<file path="src/rtl/mem_arbiter.sv">
// Round-robin arbiter sharing one single-ported 16-bit memory between the
// instruction-fetch port (read-only) and the data port (read/write).
module mem_arbiter #(
  parameter int ADDR_WIDTH = 16,
  parameter int LATENCY    = 1
) (
  input  logic                  clk,
  input  logic                  rst,
  input  logic                  i_req,
  input  logic [ADDR_WIDTH-1:0] i_addr,
  output logic [15:0]           i_rdata,
  output logic                  i_valid,
  input  logic                  d_req,
  input  logic                  d_wr,
  input  logic [ADDR_WIDTH-1:0] d_addr,
  input  logic [15:0]           d_wdata,
  output logic [15:0]           d_rdata,
  output logic                  d_valid,
  output logic                  mem_enable,
  output logic                  mem_wr,
  output logic [ADDR_WIDTH-1:0] mem_addr,
  output logic [15:0]           mem_data_in,
  input  logic [15:0]           mem_data_out,
  output logic                  busy,
  output logic [1:0]            dbg_state
);

  localparam logic [1:0] ST_IDLE = 2'd0;
  localparam logic [1:0] ST_BUSY = 2'd1;
  localparam logic [1:0] ST_DONE = 2'd2;
  localparam logic [3:0] CNT_INIT = 4'(LATENCY - 1);

  if (LATENCY < 1 || LATENCY > 15) begin : g_bad_latency
    $error("mem_arbiter: LATENCY must be in 1..15");
  end

  // Handshake: a requester raises req with stable addr/wr/wdata and holds them
  // until its valid pulse; the request is retired in that valid cycle.
  logic [1:0]            state_q, state_d;
  logic                  last_d_q, last_d_d;
  logic                  owner_d_q, owner_d_d;
  logic [ADDR_WIDTH-1:0] addr_q, addr_d;
  logic                  wr_q, wr_d;
  logic [15:0]           wdata_q, wdata_d;
  logic [3:0]            cnt_q, cnt_d;
  logic [15:0]           i_rdata_q, i_rdata_d;
  logic [15:0]           d_rdata_q, d_rdata_d;
  logic                  grant_d;

  always_comb begin
    state_d   = state_q;
    last_d_d  = last_d_q;
    owner_d_d = owner_d_q;
    addr_d    = addr_q;
    wr_d      = wr_q;
    wdata_d   = wdata_q;
    cnt_d     = cnt_q;
    i_rdata_d = i_rdata_q;
    d_rdata_d = d_rdata_q;
    grant_d   = 1'b0;
    case (state_q)
      ST_IDLE: begin
        // On a tie the port that did not win last time is served.
        grant_d = d_req & (~i_req | ~last_d_q);
        if (i_req | d_req) begin
          owner_d_d = grant_d;
          last_d_d  = grant_d;
          addr_d    = grant_d ? {d_addr[ADDR_WIDTH-1:1], 1'b0}
                              : {i_addr[ADDR_WIDTH-1:1], 1'b0};
          wr_d      = grant_d & d_wr;
          wdata_d   = d_wdata;
          cnt_d     = CNT_INIT;
          state_d   = ST_BUSY;
        end
      end
      ST_BUSY: begin
        if (cnt_q != 4'd0) begin
          cnt_d = cnt_q - 4'd1;
        end else begin
          if (!wr_q) begin
            if (owner_d_q) d_rdata_d = mem_data_out;
            else           i_rdata_d = mem_data_out;
          end
          state_d = ST_DONE;
        end
      end
      ST_DONE: state_d = ST_IDLE;
      default: state_d = ST_IDLE;
    endcase
  end

  always_ff @(posedge clk or posedge rst) begin
    if (rst) begin
      state_q   <= ST_IDLE;
      last_d_q  <= 1'b1;
      owner_d_q <= 1'b0;
      addr_q    <= '0;
      wr_q      <= 1'b0;
      wdata_q   <= 16'h0000;
      cnt_q     <= 4'd0;
      i_rdata_q <= 16'h0000;
      d_rdata_q <= 16'h0000;
    end else begin
      state_q   <= state_d;
      last_d_q  <= last_d_d;
      owner_d_q <= owner_d_d;
      addr_q    <= addr_d;
      wr_q      <= wr_d;
      wdata_q   <= wdata_d;
      cnt_q     <= cnt_d;
      i_rdata_q <= i_rdata_d;
      d_rdata_q <= d_rdata_d;
    end
  end

  // The write strobe is qualified by the final count so each write hits one edge.
  assign mem_enable  = (state_q == ST_BUSY);
  assign mem_wr      = (state_q == ST_BUSY) && wr_q && (cnt_q == 4'd0);
  assign mem_addr    = addr_q;
  assign mem_data_in = wdata_q;
  assign i_valid     = (state_q == ST_DONE) && !owner_d_q;
  assign d_valid     = (state_q == ST_DONE) && owner_d_q;
  assign i_rdata     = i_rdata_q;
  assign d_rdata     = d_rdata_q;
  assign busy        = (state_q == ST_BUSY) || (state_q == ST_DONE);
  assign dbg_state   = state_q;

endmodule

</file>
<file path="config.mk">
export PLATFORM = sky130hd
export DESIGN_NAME = mem_arbiter
export DESIGN_NICKNAME = d
export VERILOG_FILES = /design/src/rtl/mem_arbiter.sv
export SDC_FILE = /design/constraint.sdc
export NUM_CORES = 1
export LEC_CHECK = 0
export ABC_AREA = 0
export CAP_MARGIN = 20
export CORE_ASPECT_RATIO = 0.5
export CORE_MARGIN = 1.5
export CORE_UTILIZATION = 38
export CTS_BUF_LIST = sky130_fd_sc_hd__clkbuf_2
export DETAILED_ROUTE_END_ITERATION = 6
export PLACE_DENSITY = 0.85
export SYNTH_ARGS = -nofsm -noshare
export SYNTH_HDL_FRONTEND = slang
export SYNTH_SLANG_ARGS = --single-unit
export TNS_END_PERCENT = 20
</file>
<file path="constraint.sdc">
create_clock -name clk -period 6.41 [get_ports clk]
set_input_delay 0.641 -clock clk [delete_from_list [all_inputs] [get_ports clk]]
set_output_delay 0.641 -clock clk [all_outputs]
set_load 0.02 [all_outputs]
</file>
# After elaboration in Yosys (flattened, before gate mapping)
# Cells that the tools add are included.
dict set report word_totals {
  regBits 73
}
dict set report op_classes {
  add_sub_neg 1
  n_reduce_logical 15
  n_eq_ne 5
  muxes 7
  n_bitwise 9
}
# op count
set ops {}
lappend ops {{two-way mux 16 bit} 1}
lappend ops {{two-way mux 4 bit} 2}
lappend ops {{case mux 4 bit (2 select lines)} 1}
lappend ops {{AND reduction 4 bit} 2}
lappend ops {{NOT 1 bit} 5}
lappend ops {{logical AND 1 bit} 4}
lappend ops {{logical NOT 4 bit} 1}
lappend ops {{two-way mux 2 bit} 2}
lappend ops {{inequality test 2 bit, second input constant} 2}
lappend ops {{case mux 2 bit (2 select lines)} 1}
lappend ops {{AND reduction 2 bit} 2}
lappend ops {{nonzero test 4 bit} 1}
lappend ops {{subtractor 4 x 1 -> 4 bit, second input constant} 1}
lappend ops {{AND reduction 3 bit} 1}
lappend ops {{AND 1 bit} 2}
lappend ops {{== test 2 x 1 -> 1 bit, second input constant} 1}
lappend ops {{== test 2 bit, second input constant} 1}
lappend ops {{logical NOT 2 bit} 1}
lappend ops {{inequality test 2 x 1 -> 1 bit, second input constant} 1}
lappend ops {{OR 1 bit} 2}
lappend ops {{nonzero test 2 bit} 1}
lappend ops {{logical NOT 1 bit} 1}
lappend ops {{logical OR 1 bit} 1}

# Longest topological paths before layout
dict set report depth {
  ltp_word 4
  depth_mapped 7
  mapped_depth_nobuf 5
}

# Least setup slack after synthesis
# Ideal clock, no wire load.
dict set report synth_timing {
  path_kind {register -> output}
  from {reg state_q[1], in the netlist dbg_state[1]}
  to {out mem_wr}
  setup_slack_ps 4368
  stages_incl_launch_ff 5
  t_arrival_ps 1401
  path_buffers 0
  t_required_ps 5769
  cell_sequence {dfrtp_1 -> inv_1 -> ha_1 -> nand4bb_4 -> nor2_1}
}
dict set report synth_via {
  elab_chain_len 3
}
# element line_no
set synth_lines {}
lappend synth_lines {{start: declaration} 39} ;# logic [1:0] state_q, state_d;
lappend synth_lines {{start signal: assignment} 104} ;# state_q <= state_d;
lappend synth_lines {{== test 2 x 1 -> 1 bit} -}
lappend synth_lines {{net mem_enable} 19} ;# output logic mem_enable,
lappend synth_lines {{logical AND 1 bit (2 in series)} 118} ;# assign mem_wr = (state_q == ST_BUSY) && wr_q && (cnt_q == 4'd0);
lappend synth_lines {{end: declaration} 20} ;# output logic mem_wr,
# The timed path passes the listed nets, and every way through them passes these cells.

# Worst setup path after layout
dict set report layout_timing {
  from {reg state_q[1], in the netlist dbg_state[1]}
  to {out mem_wr}
}
dict set report layout_via {
  elab_chain_len 3
}
# element line_no
set layout_lines {}
lappend layout_lines {{== test 2 x 1 -> 1 bit} 118}
lappend layout_lines {{logical AND 1 bit (2 in series)} 118}
# No other way between the ends.

==> results.sh <==
export IMPL_route_detailed_drc=0
export IMPL_grtUsageTotal_pct=17.8
export IMPL_grt_max_degree=73
export IMPL_num_nets_final=449
export IMPL_fmax_ghz=0.311
export IMPL_maxSlewHeadroom_pct=38.4
export IMPL_rows=23
export IMPL_p_int_mw=1.45
export IMPL_place_area_mm2=0.00465
export IMPL_crit_arrival_ns=2.58
export IMPL_drv_slew=0
export IMPL_gp_congestion=0.853
export IMPL_cts_sinks=72
export IMPL_stdcell_area_mm2=0.00477
export IMPL_synth_async_sr_flop_share_pct=100
export IMPL_core_area_mm2=0.00809
export IMPL_cts_resized=0
export IMPL_dieArea_mm2=0.00901
export IMPL_clock_latency_ns=0.54
export IMPL_crit_type="flip-flop to primary output"
export IMPL_hold_buffers=0
export IMPL_drtIter0Drc=203
export IMPL_netlist_area_mm2=0.00320
export IMPL_ir_worst_vdd_mv=0.180
export IMPL_holdPathStages=2
export IMPL_hold_slack_ns=0.511
export IMPL_seq_power_share_pct=34.0
export IMPL_power_frac_comb_pct=54.7
export IMPL_cts_tree="yes"
export IMPL_cp_startpoint="dbg_state[1]"
export IMPL_period_share_pct=50.2
export IMPL_ctsRootBufferMaster="clkbuf_2"
export IMPL_dp_hpwl_mm=5.67
export IMPL_initial_core_util_pct=39.5
export IMPL_clk_pin_slew_worst_paths_ns=0.21
export IMPL_ys_ff_latch=72
export IMPL_worstReg2RegEnd="i_rdata[7]"
export IMPL_rr_worst_depth=5
export IMPL_first_pass_iters=4
export IMPL_rsz0062_at_grt="no"
export IMPL_die_w_um=133
export IMPL_yosysMostFrequentCell="dfrtp_1"
export IMPL_diodes=0
export IMPL_reg2reg_from="dbg_state[1]"
export IMPL_run_status="complete, no violations"
export IMPL_cts_buffer_depth=2
export IMPL_numPortBuffers=136
export IMPL_syn_num_nets=311
export IMPL_power_density_mw_per_mm2=501
export IMPL_worst_pin_slew_ns=0.924
export IMPL_yosysTopAreaCellShare_pct=55.6
export IMPL_antenna_found_initial=0
export IMPL_synthTopCellsByArea="dfrtp_1 (56%), mux2_2 (13%), mux2_4 (4.7%)"
export IMPL_setup_viol=0
export IMPL_p_sw_uw=941
export IMPL_io_pins=140
export IMPL_synth_edf_count=0
export IMPL_ys_flop_type="dfrtp_1"
export IMPL_finalCriticalPeriod_ns=3.22
export IMPL_maxCapViolCount=0
export IMPL_synthCells=237
export IMPL_cts_setup_buffers=0
export IMPL_yosys_area_top_type="dfrtp_1"
export IMPL_routed_via_count=2364
export IMPL_drive_gt1_share_pct=20.5
export IMPL_routed_wl_mm=7.80
export IMPL_htreeDepth=3
export IMPL_ys_types=43
export IMPL_path_max_fanout=13
export IMPL_avgRoutedWirePerCell_um=15.8
export IMPL_fin_skew_ns=0.0211
export IMPL_seq_area_frac_synth_pct=56.4
export IMPL_leakagePower_nw=2.02
export IMPL_critical_path_slowest_cell="clkdlybuf4s50_1"
export IMPL_final_setup_tns_ns=0
export IMPL_final_util_pct=59.0
export IMPL_cp_start_kind="flip-flop"
export IMPL_endpoint_kind="primary output"
export IMPL_pwr_share_clk_pct=11.3
export IMPL_grt_pass1_vias=2410
export IMPL_crit_path_max_incr_delay_ns=0.63
export IMPL_ant_nets=0
export IMPL_min_to="mem_addr[8]"
export IMPL_viasPerCell=4.80
export IMPL_numCtsBuffers=9
export IMPL_grt_overflow=0
export IMPL_cp_cell_sequence="inv_1, ha_1, nand4bb_4, nor2_1, clkdlybuf4s50_1"
export IMPL_yosys_warnings=0
export IMPL_synth_common_cells="dfrtp_1 (71), mux2_2 (38), o21ai_0 (20), mux2i_1 (15), nand2_1 (15)"
export IMPL_syn_area_per_cell_um2=13.5
export IMPL_switching_share_pct=39.3
export IMPL_min_delay_start="mem_addr[8]"
export IMPL_ff2ff_setup_slack_ns=3.96
export IMPL_grt_pass1_wl_mm=12.2
export IMPL_die_h_um=67.9
export IMPL_fillers=648
export IMPL_syn_to_final_growth_pct=49.4
export IMPL_hold_viol_final=0
export IMPL_required_ns=5.77
export IMPL_worstHoldPathType="flip-flop to flip-flop"
==> cell families (layout without fill, tap and decap cells) <==
kind of cell	Yosys count	in the layout	share of synthesized area (%)
AO/OA/AOI/OAI	40	40	7.63
AND/OR/NAND/NOR	36	36	7.51
flip-flops	72	72	56.4
buffers and inverters	20	163	3.60
other	1	1	0.117
multiplexers	63	63	22.8
adder cells (fa/ha/maj)	5	5	1.96
==> worst max-delay path, delay by kind of cell (launching register included) <==
| family | cells | cell delay (ns) |
|---|---|---|
| buffers and inverters | 2 | 0.73 |
| adder cells (fa/ha/maj) | 1 | 0.48 |
| flip-flops | 1 | 0.45 |
| AND/OR/NAND/NOR | 2 | 0.39 |
==> layer usage <==
layer	track usage [%]	vias up	wire length (um)
met5	0	-	0
met4	7.14	0	128
met3	5.63	11	294
met2	31.6	62	4140
met1	20.7	1170	3240
li1	-	1121	-
==> metrics by stage <==
step / setup slack [ns] / total power [mW] / instances
after floorplan: 3.95 / 1.56 / 237
after global placement: 3.80 / 2.10 / 476
after detailed placement: 3.74 / 2.14 / 476
after CTS: 3.16 / 2.42 / 492
after global routing: 3.01 / 2.54 / 492
final: 3.19 / 2.39 / 492
==> layout make-up <==
| cell class | instances | area (um2) | share of cell area, % |
|---|---|---|---|
| multi-input combinational | 145 | 1290 | 27.1 |
| timing repair buffer | 139 | 1380 | 29.0 |
| inverter | 8 | 30.0 | 0.629 |
| clock inverter | 7 | 78.8 | 1.65 |
| tap | 112 | 140 | 2.94 |
| sequential | 72 | 1800 | 37.8 |
| clock buffer | 9 | 45.0 | 0.943 |
==> power by group through the flow <==
stage	Clock, mW	Combinational (mW)	Sequential [mW]
final	0.271	1.31	0.813
after global routing	0.302	1.39	0.845
after CTS	0.283	1.32	0.813
after detailed placement	0	1.32	0.821
after global placement	0	1.29	0.814
after floorplan	0	0.488	1.07
==> sequential cells by signal, summed over array words and instances, names as in the netlist, 2 cells and up <==
register	flops
cnt_q	4
d_rdata	16
dbg_state	2
i_rdata	16
mem_addr	15
mem_data_in	16
==> worst max path at each step <==
stage	end	slack (ns)	depth (start not counted)
floorplan	cnt_q[0]	3.95	1
global placement	mem_addr[3]	3.80	5
detailed placement	mem_addr[9]	3.74	5
CTS	mem_wr	3.16	5
global route	mem_wr	3.01	5
finish	mem_wr	3.19	5
==> layout by cell type (no fill, tap or decap), types with 2 or more instances in the layout <==
cell type	n
dfrtp_1	71
buf_4	3
mux2_4	10
clkbuf_2	9
ha_1	5
mux2_2	38
mux2i_1	15
clkdlybuf4s50_1	136
nand2_1	15
a31oi_1	3
nor2_1	2
inv_6	2
a21oi_1	5
nor2b_1	5
o221ai_1	2
clkinv_4	3
o21ai_0	19
inv_1	7
nand3b_1	2
(Power assumes the default switching activity.)
